## src/rtl/key_entry_decoder.sv

```systemverilog
// Keypad event decoder and HHMM time-entry buffer, downstream of the keypad scanner.
// Optional macro KEY_REPEAT_EN adds auto-repeat while a key is held.
module key_entry_decoder #(
  parameter int DEBOUNCE_CYCLES = 16,
  parameter int CNT_W           = 16,
  parameter int REPEAT_DELAY    = 5000,
  parameter int REPEAT_PERIOD   = 1000
) (
  input  logic        clk,
  input  logic        rst,
  input  logic        key_pressed_flag,
  input  logic [3:0]  col_val,
  input  logic [3:0]  row_val,
  output logic        key_valid,
  output logic [3:0]  key_code,
  output logic [15:0] digits,
  output logic [2:0]  digit_count,
  output logic        set_valid,
  output logic [7:0]  set_hour,
  output logic [7:0]  set_min,
  output logic        set_error,
  output logic [2:0]  dbg_state
);

  typedef enum logic [2:0] {
    WAIT_PRESS = 3'd0,
    DEBOUNCE_P = 3'd1,
    EMIT       = 3'd2,
    HOLD       = 3'd3,
    DEBOUNCE_R = 3'd4
  } state_t;

  localparam logic [CNT_W-1:0] DB_LAST = CNT_W'(DEBOUNCE_CYCLES - 1);
  localparam longint CNT_MAX = (longint'(1) << CNT_W) - 1;

  generate
    if (DEBOUNCE_CYCLES < 1 || longint'(DEBOUNCE_CYCLES) > CNT_MAX ||
        longint'(REPEAT_DELAY) > CNT_MAX || longint'(REPEAT_PERIOD) > CNT_MAX) begin : g_bad_cfg
      $error("key_entry_decoder: CNT_W too narrow for the configured cycle counts");
    end
  endgenerate

  state_t           state;
  logic [CNT_W-1:0] cnt;
  logic             sync_1, flag_s;
  logic [1:0]       col_idx, row_idx;
  logic             col_ok, row_ok;
  logic [3:0]       dec_code;

  always_ff @(posedge clk or posedge rst) begin
    if (rst) begin
      sync_1 <= 1'b0;
      flag_s <= 1'b0;
    end else begin
      sync_1 <= key_pressed_flag;
      flag_s <= sync_1;
    end
  end

  always_comb begin
    col_idx = 2'd0;
    col_ok  = 1'b1;
    case (col_val)
      4'b1110: col_idx = 2'd0;
      4'b1101: col_idx = 2'd1;
      4'b1011: col_idx = 2'd2;
      4'b0111: col_idx = 2'd3;
      default: col_ok  = 1'b0;
    endcase
    row_idx = 2'd0;
    row_ok  = 1'b1;
    case (row_val)
      4'b1110: row_idx = 2'd0;
      4'b1101: row_idx = 2'd1;
      4'b1011: row_idx = 2'd2;
      4'b0111: row_idx = 2'd3;
      default: row_ok  = 1'b0;
    endcase
    case ({row_idx, col_idx})
      4'd0:    dec_code = 4'h1;
      4'd1:    dec_code = 4'h2;
      4'd2:    dec_code = 4'h3;
      4'd3:    dec_code = 4'hA;
      4'd4:    dec_code = 4'h4;
      4'd5:    dec_code = 4'h5;
      4'd6:    dec_code = 4'h6;
      4'd7:    dec_code = 4'hB;
      4'd8:    dec_code = 4'h7;
      4'd9:    dec_code = 4'h8;
      4'd10:   dec_code = 4'h9;
      4'd11:   dec_code = 4'hC;
      4'd12:   dec_code = 4'hE;
      4'd13:   dec_code = 4'h0;
      4'd14:   dec_code = 4'hF;
      default: dec_code = 4'hD;
    endcase
  end

`ifdef KEY_REPEAT_EN
  localparam logic [CNT_W-1:0] RD_LAST = CNT_W'(REPEAT_DELAY - 1);
  localparam logic [CNT_W-1:0] RP_LAST = CNT_W'(REPEAT_PERIOD - 1);
  logic rep_started, code_ok;
`endif

  // key_valid is raised on the edge that enters EMIT, so it is high exactly while state == EMIT
  always_ff @(posedge clk or posedge rst) begin
    if (rst) begin
      state     <= WAIT_PRESS;
      cnt       <= '0;
      key_valid <= 1'b0;
      key_code  <= 4'h0;
`ifdef KEY_REPEAT_EN
      rep_started <= 1'b0;
      code_ok     <= 1'b0;
`endif
    end else begin
      key_valid <= 1'b0;
      case (state)
        WAIT_PRESS: begin
          cnt <= '0;
          if (flag_s) state <= DEBOUNCE_P;
        end
        DEBOUNCE_P: begin
          if (!flag_s) begin
            state <= WAIT_PRESS;
            cnt   <= '0;
          end else if (cnt >= DB_LAST) begin
            state <= EMIT;
            cnt   <= '0;
            if (col_ok && row_ok) begin
              key_valid <= 1'b1;
              key_code  <= dec_code;
            end
`ifdef KEY_REPEAT_EN
            code_ok <= col_ok && row_ok;
`endif
          end else begin
            cnt <= cnt + 1'b1;
          end
        end
        EMIT: begin
          state <= HOLD;
`ifdef KEY_REPEAT_EN
          cnt         <= CNT_W'(1);
          rep_started <= 1'b0;
`else
          cnt <= '0;
`endif
        end
        HOLD: begin
          if (!flag_s) begin
            state <= DEBOUNCE_R;
            cnt   <= CNT_W'(1);
          end
`ifdef KEY_REPEAT_EN
          else if ((!rep_started && cnt >= RD_LAST) || (rep_started && cnt >= RP_LAST)) begin
            key_valid   <= code_ok;
            rep_started <= 1'b1;
            cnt         <= '0;
          end else begin
            cnt <= cnt + 1'b1;
          end
`endif
        end
        DEBOUNCE_R: begin
          if (flag_s) begin
            state <= HOLD;
            cnt   <= '0;
`ifdef KEY_REPEAT_EN
            rep_started <= 1'b0;
`endif
          end else if (cnt >= DB_LAST) begin
            state <= WAIT_PRESS;
            cnt   <= '0;
          end else begin
            cnt <= cnt + 1'b1;
          end
        end
        default: begin
          state <= WAIT_PRESS;
          cnt   <= '0;
        end
      endcase
    end
  end

  assign dbg_state = state;

  // Entry buffer: digits only ever hold 0-9, so a plain hex compare is a valid BCD range check
  always_ff @(posedge clk or posedge rst) begin
    if (rst) begin
      digits      <= 16'h0;
      digit_count <= 3'd0;
      set_valid   <= 1'b0;
      set_error   <= 1'b0;
      set_hour    <= 8'h0;
      set_min     <= 8'h0;
    end else begin
      set_valid <= 1'b0;
      set_error <= 1'b0;
      if (key_valid) begin
        if (key_code <= 4'd9) begin
          if (digit_count == 3'd4) begin
            set_error <= 1'b1;
          end else begin
            digits      <= {digits[11:0], key_code};
            digit_count <= digit_count + 3'd1;
          end
        end else begin
          case (key_code)
            4'hA: begin
              if (digit_count == 3'd4 && digits[15:8] <= 8'h23 && digits[7:0] <= 8'h59) begin
                set_hour    <= digits[15:8];
                set_min     <= digits[7:0];
                set_valid   <= 1'b1;
                digits      <= 16'h0;
                digit_count <= 3'd0;
              end else begin
                set_error <= 1'b1;
              end
            end
            4'hB: begin
              if (digit_count != 3'd0) begin
                digits      <= {4'h0, digits[15:4]};
                digit_count <= digit_count - 3'd1;
              end
            end
            4'hC: begin
              digits      <= 16'h0;
              digit_count <= 3'd0;
            end
            default: ;
          endcase
        end
      end
    end
  end

endmodule

```

## config.mk

```make
export PLATFORM = sky130hd
export DESIGN_NAME = key_entry_decoder
export DESIGN_NICKNAME = d
export VERILOG_FILES = /design/src/rtl/key_entry_decoder.sv
export SDC_FILE = /design/constraint.sdc
export NUM_CORES = 1
export LEC_CHECK = 0
export ABC_AREA = 1
export CORE_UTILIZATION = 53
export CTS_CLUSTER_DIAMETER = 30
export DETAILED_ROUTE_END_ITERATION = 6
export PLACE_DENSITY = 0.89
export RECOVER_POWER = 100
export REMOVE_ABC_BUFFERS = 1
export SLEW_MARGIN = 10
export SYNTH_ARGS = -nofsm -noshare
export SYNTH_HDL_FRONTEND = slang
export SYNTH_SLANG_ARGS = --single-unit
```

## constraint.sdc

```tcl
create_clock -name clk -period 2.5 [get_ports clk]
set_input_delay 0.75 -clock clk [delete_from_list [all_inputs] [get_ports clk]]
set_output_delay 0.75 -clock clk [all_outputs]
set_load 0.05 [all_outputs]
```

# [After elaboration in Yosys (flattened, before gate mapping)]
# Memories as Yosys holds them, arrays and structs flattened. A register that Yosys moved wholly into a read port is not among the register bits.
# Index checks and enable logic that the tools add are counted.
# W data, S select, Z words.
[word_totals] memories=1 romBits=64 register_bits=59
[classes] magnitude_cmp=4 n_reduce_logical=12 bitwise_logic=1 mux=39 n_eq_ne=23 addsub=3
[mem_list] name="(no name shown)" depth=16 word_bits=4 rd=1 rd_ports_with_merged_regs=1 wr=0 line="79" text="case ({row_idx, col_idx})"
[ops] op="$mux W16" n=8
[ops] op="$pmux W16 S3" n=2
[ops] op="$eq A4 B4 Y1 const B" n=9
[ops] op="$mux W3" n=10
[ops] op="$add A16 B1 Y16 const B" n=1
[ops] op="$ge A16 B4 Y1 const B" n=1
[ops] op="$mux W1" n=15
[ops] op="$pmux W3 S5" n=1
[ops] op="$ne A3 B3 Y1 const B" n=4
[ops] op="$pmux W2 S3" n=2
[ops] op="$reduce_and A4 Y1" n=3
[ops] op="$pmux W3 S3" n=1
[ops] op="$eq A4 B3 Y1 const B" n=2
[ops] op="$le A8 B6 Y1 const B" n=1
[ops] op="$le A8 B7 Y1 const B" n=1
[ops] op="$reduce_or A4 Y1" n=2
[ops] op="$eq A3 B2 Y1 const B" n=2
[ops] op="$eq A3 B3 Y1 const B" n=2
[ops] op="$ne A2 B2 Y1 const B" n=3
[ops] op="$reduce_and A5 Y1" n=1
[ops] op="$le A4 B4 Y1 const B" n=1
[ops] op="$reduce_bool A4 Y1" n=1
[ops] op="$add A3 B1 Y3 const B" n=1
[ops] op="$eq A3 B1 Y1 const B" n=1
[ops] op="other kinds (5)" n=7

# [Logic depth before layout (Yosys ltp)]
[logic_depth] ltp_word=8 mapped_depth=12

# [Worst setup path before layout]
# No wires, ideal clock.
[synth_path] path_type="reg2reg" from="reg digit_count[0]" to="reg digit_count[0]" stages_incl_launch_ff=13 path_slack_ps=463 t_arrival_ps=1918 n_path_buf=1 synth_period_minus_slack_ps=2037 required_ps=2382 cell_sequence="dfrtp_1 inv_1 ha_1 nand2_1 inv_2 nand3_1 nor2_1 nand2_2 nand2_2 nand4_4 buf_4 nand2_1 nand2_1"
[synth_via] elab_chain_len=5 elab_cells_between_ends=14 cone_classes="add/sub: 2; eq/ne: 4; mux: 4; reduce/logical: 4"
[synth_rtl] item="start, declared" line="17" text="output logic [2:0] digit_count,"
[synth_rtl] item="start signal, assigned" line="207" text="digit_count <= digit_count + 3'd1;"
[synth_rtl] item="start signal, assigned" line="225" text="digit_count <= digit_count - 3'd1;"
[synth_rtl] item="parallel branches: the longest is 5 deep, another holds $sub A3 B1 Y3"
# Several ways; the timed one is not identified. The select of a mux whose other input is x is not followed.
# A chain may end at the register's enable or synchronous reset.

# [Worst setup path after layout]
[layout_path] from="reg digit_count[2]" to="out digit_count[2]"
# No word-level cell between the ends.

==> flow_metrics.py <==
metrics = {
    "routing": {
        "dr.pass1.iters": 5,
        "routed.top_layer": "met4",
        "via_per_inst": 5.45,
        "drc": 0,
        "final_antenna_net_count": 0,
        "drt_wl_total_um": 6960,
        "wl_met2_um": 3400,
        "wl_met3_um": 573,
        "vias": 2880,
        "drt-initial-drc-count": 278,
        "wl_per_cell_um": 13.2,
        "wl_met1_um": 2850,
    },
    "grt": {
        "grt_antenna_before_repair": 0,
        "grt_max_degree": 64,
        "overflow": 0,
        "grt_pass1_vias": 2749,
        "grt_usage_pct": 25.1,
        "grt_pass1_wl_um": 12200,
    },
    "place": {
        "post-dp-hpwl_um": 4930,
        "io_buffer_count": 55,
        "gp_congestion": 0.876,
        "dp_cells": 513,
    },
    "cts": {
        "cts_tree": "yes",
        "clk_latency_ns": 0.34,
        "cts_buffer_depth": 2,
        "path_clk_slew_ns": 0.07,
        "cts_num_sinks": 63,
        "cts_root_buf": "clkbuf_8",
        "htree_levels": 3,
        "postCtsSetupBuffers": 0,
        "cts_inserted_buffers": 9,
    },
    "worst_setup_path": {
        "worst_setup_path_end_kind": "output pin",
        "slowest_delay_ns": 0.85,
        "timing.critical_path.from_type": "flop",
        "path_cells": "clkdlybuf4s50_1",
        "cp_max_fo": 6,
        "path_class": "flop to output pin",
        "crit_slowest_cell": "clkdlybuf4s50_1",
        "worst-endpoint-arrival_ns": 1.66,
        "cpLargestDelayFamily": "buffers and inverters",
        "critical_path_buf_inv_count": 1,
        "cp.required_ns": 1.75,
    },
    "job": {
        "maxCapViolations": 1,
    },
    "power_and_ir_drop": {
        "seq_power_share_pct": 50.4,
        "p_comb_share_pct": 14.9,
        "leakage_nw": 2.03,
        "p_int_mw": 1.53,
        "pwr-share-clk_pct": 34.7,
        "power_mw": 2.15,
        "max-vdd-ir-drop_uv": 395,
        "p_sw_uw": 623,
        "power_density_nw_per_um2": 547,
        "swShare_pct": 29.0,
    },
    "timing": {
        "report.final.hold_viol_count": 0,
        "fin_skew_ns": 0.00813,
        "setup_viol_count_final": 0,
        "rsz0062_at_grt": "false",
        "fin_crit_ns": 2.41,
        "tns_ns": 0,
        "max_freq_mhz": 414,
        "fin_crit_sh_pct": 96.6,
        "tightest_slew_ns": 1.51,
        "slew_violations": 64,
        "slew_headroom_pct": -0.677,
    },
    "synth": {
        "syn_area_um2": 3180,
        "synth_edf_count": 0,
        "yosysMostFrequentCell": "nand2_1",
        "netlist-cell-type-count": 29,
        "ys_async_sr_fraction_pct": 100,
        "syn_avg_cell_area_um2": 8.11,
        "synth_area_leader_cell": "dfrtp_1",
        "syn_inst": 392,
        "synth_common_cells": "nand2_1 (101), dfrtp_1 (63), inv_1 (62), nor2_1 (36), nand4_1 (27)",
        "synth.area.top_cells": "dfrtp_1 (50%), nand2_1 (12%), inv_1 (7.3%), nand4_1 (5.3%), nor2_1 (4.2%)",
        "ys_warn_count": 0,
        "synth_seq_area_share_pct": 49.6,
        "synth_ff_type": "dfrtp_1",
        "yosysTopAreaCellShare_pct": 49.6,
        "ys_ff_latch": 63,
    },
    "floorplan": {
        "rows": 27,
        "ioPinCount": 56,
        "initial_utilization_pct": 56.4,
        "die_h_um": 79.5,
        "die_width_um": 79.5,
        "coreArea_um2": 5640,
        "die_area_um2": 6310,
    },
    "final_layout": {
        "stdcell_count": 528,
        "n_fill_cell": 427,
        "synthToLayoutAreaGrowth_pct": 23.5,
        "drive_above_1_share_pct": 6.58,
        "seq_area_um2": 1580,
        "nets": 472,
        "fin_util_pct": 69.6,
        "multi_input_area_um2": 1270,
        "num_antenna_cells": 0,
    },
    "hold_path": {
        "hp-class": "flop to flop",
    },
    "run_status": {
        "status": "finished, violations left",
        "violations": "max-capacitance violations, max-slew violations",
    },
}
[repair_timing]
action | in CTS | in global routing
endpoints found under the hold margin | 0 | 0
gates resized for setup | 0 | 2
endpoints found under the setup margin | 0 | 2
hold buffers | 0 | 0
[cell usage in the layout, fill, tap and decap left out, drive strengths merged, types with 2 or more instances in the layout]
cell,synthesis,final
nand3,14,14
nand4,28,28
clkinv,0,4
ha,9,9
nor2,37,37
nand2,104,104
o211ai,2,2
nor3,3,3
xor2,2,2
buf,5,3
dfrtp,63,63
inv,68,67
xnor2,2,2
o21ai,24,24
dlygate4sd3,0,40
o22ai,12,12
clkbuf,7,17
clkdlybuf4s50,0,12
a21oi,8,8
[power by group through the flow]
stage	clock, mW	combinational (mW)	sequential [mW]
CTS	0.763	0.330	1.08
global route	0.815	0.350	1.09
global placement	0	0.305	1.10
floorplan	0	0.165	1.15
finish	0.746	0.319	1.08
detailed placement	0	0.328	1.10
[per-layer routing]
metal,up-vias,global-route usage (%)
met4,0,10.0
met5,-,0
li1,1381,-
met2,132,39.7
met1,1349,31.7
met3,18,8.11
[kinds of logic (layout without fill, tap and decap cells)]
family                   Yosys count  after routing  share of synthesized area, %
AND/OR/NAND/NOR                  188            188                          26.4
XOR/XNOR                           4              4                          1.10
flip-flops                        63             63                          49.6
buffers and inverters             80            144                          9.91
adder cells (fa/ha/maj)            9              9                          3.54
AO/OA/AOI/OAI                     48             48                          9.48
[flip-flops by register name (all words and copies together) (netlist names)]
signal	cells
digits	16
key_valid	1
set_hour	8
set_valid	1
key_code	4
cnt	16
dbg_state	3
set_error	1
set_min	8
sync_1	1
digit_count	3
flag_s	1
[final timing paths]
path,startpoint,end,slack [ns],cells after the start
max in group asynchronous,rst,digit_count[0],0.36,3
worst min-delay path,sync_1,flag_s,0.36,0
min in group asynchronous,rst,set_hour[7],1.23,3
worst min register to register,sync_1,flag_s,0.36,0
worst max register to register,digit_count[0],digit_count[2],0.29,10
worst max-delay path,digit_count[2],digit_count[2],0.09,1
[per-stage QoR]
step | hold slack [ns] | area (um2) | setup WS (ns)
final | 0.358 | 3930 | 0.0859
after global routing | 0.379 | 3930 | 0.0402
after CTS | 0.360 | 3990 | 0.0535
after detailed placement | 0.344 | 3830 | 0.0508
after global placement | 0.337 | 3830 | 0.161
after floorplan | 0.331 | 3120 | 0.131
[area by class of cell]
cell class / count / share of cell area [%]
repair buffers: 61 / 14.4
inverters: 68 / 6.50
flip-flops and latches: 63 / 40.1
clock inverters: 4 / 0.573
clock buffers: 11 / 3.60
well taps: 72 / 2.29
multi-input cells: 249 / 32.5
No activity file was read; power rests on OpenSTA's default activity.
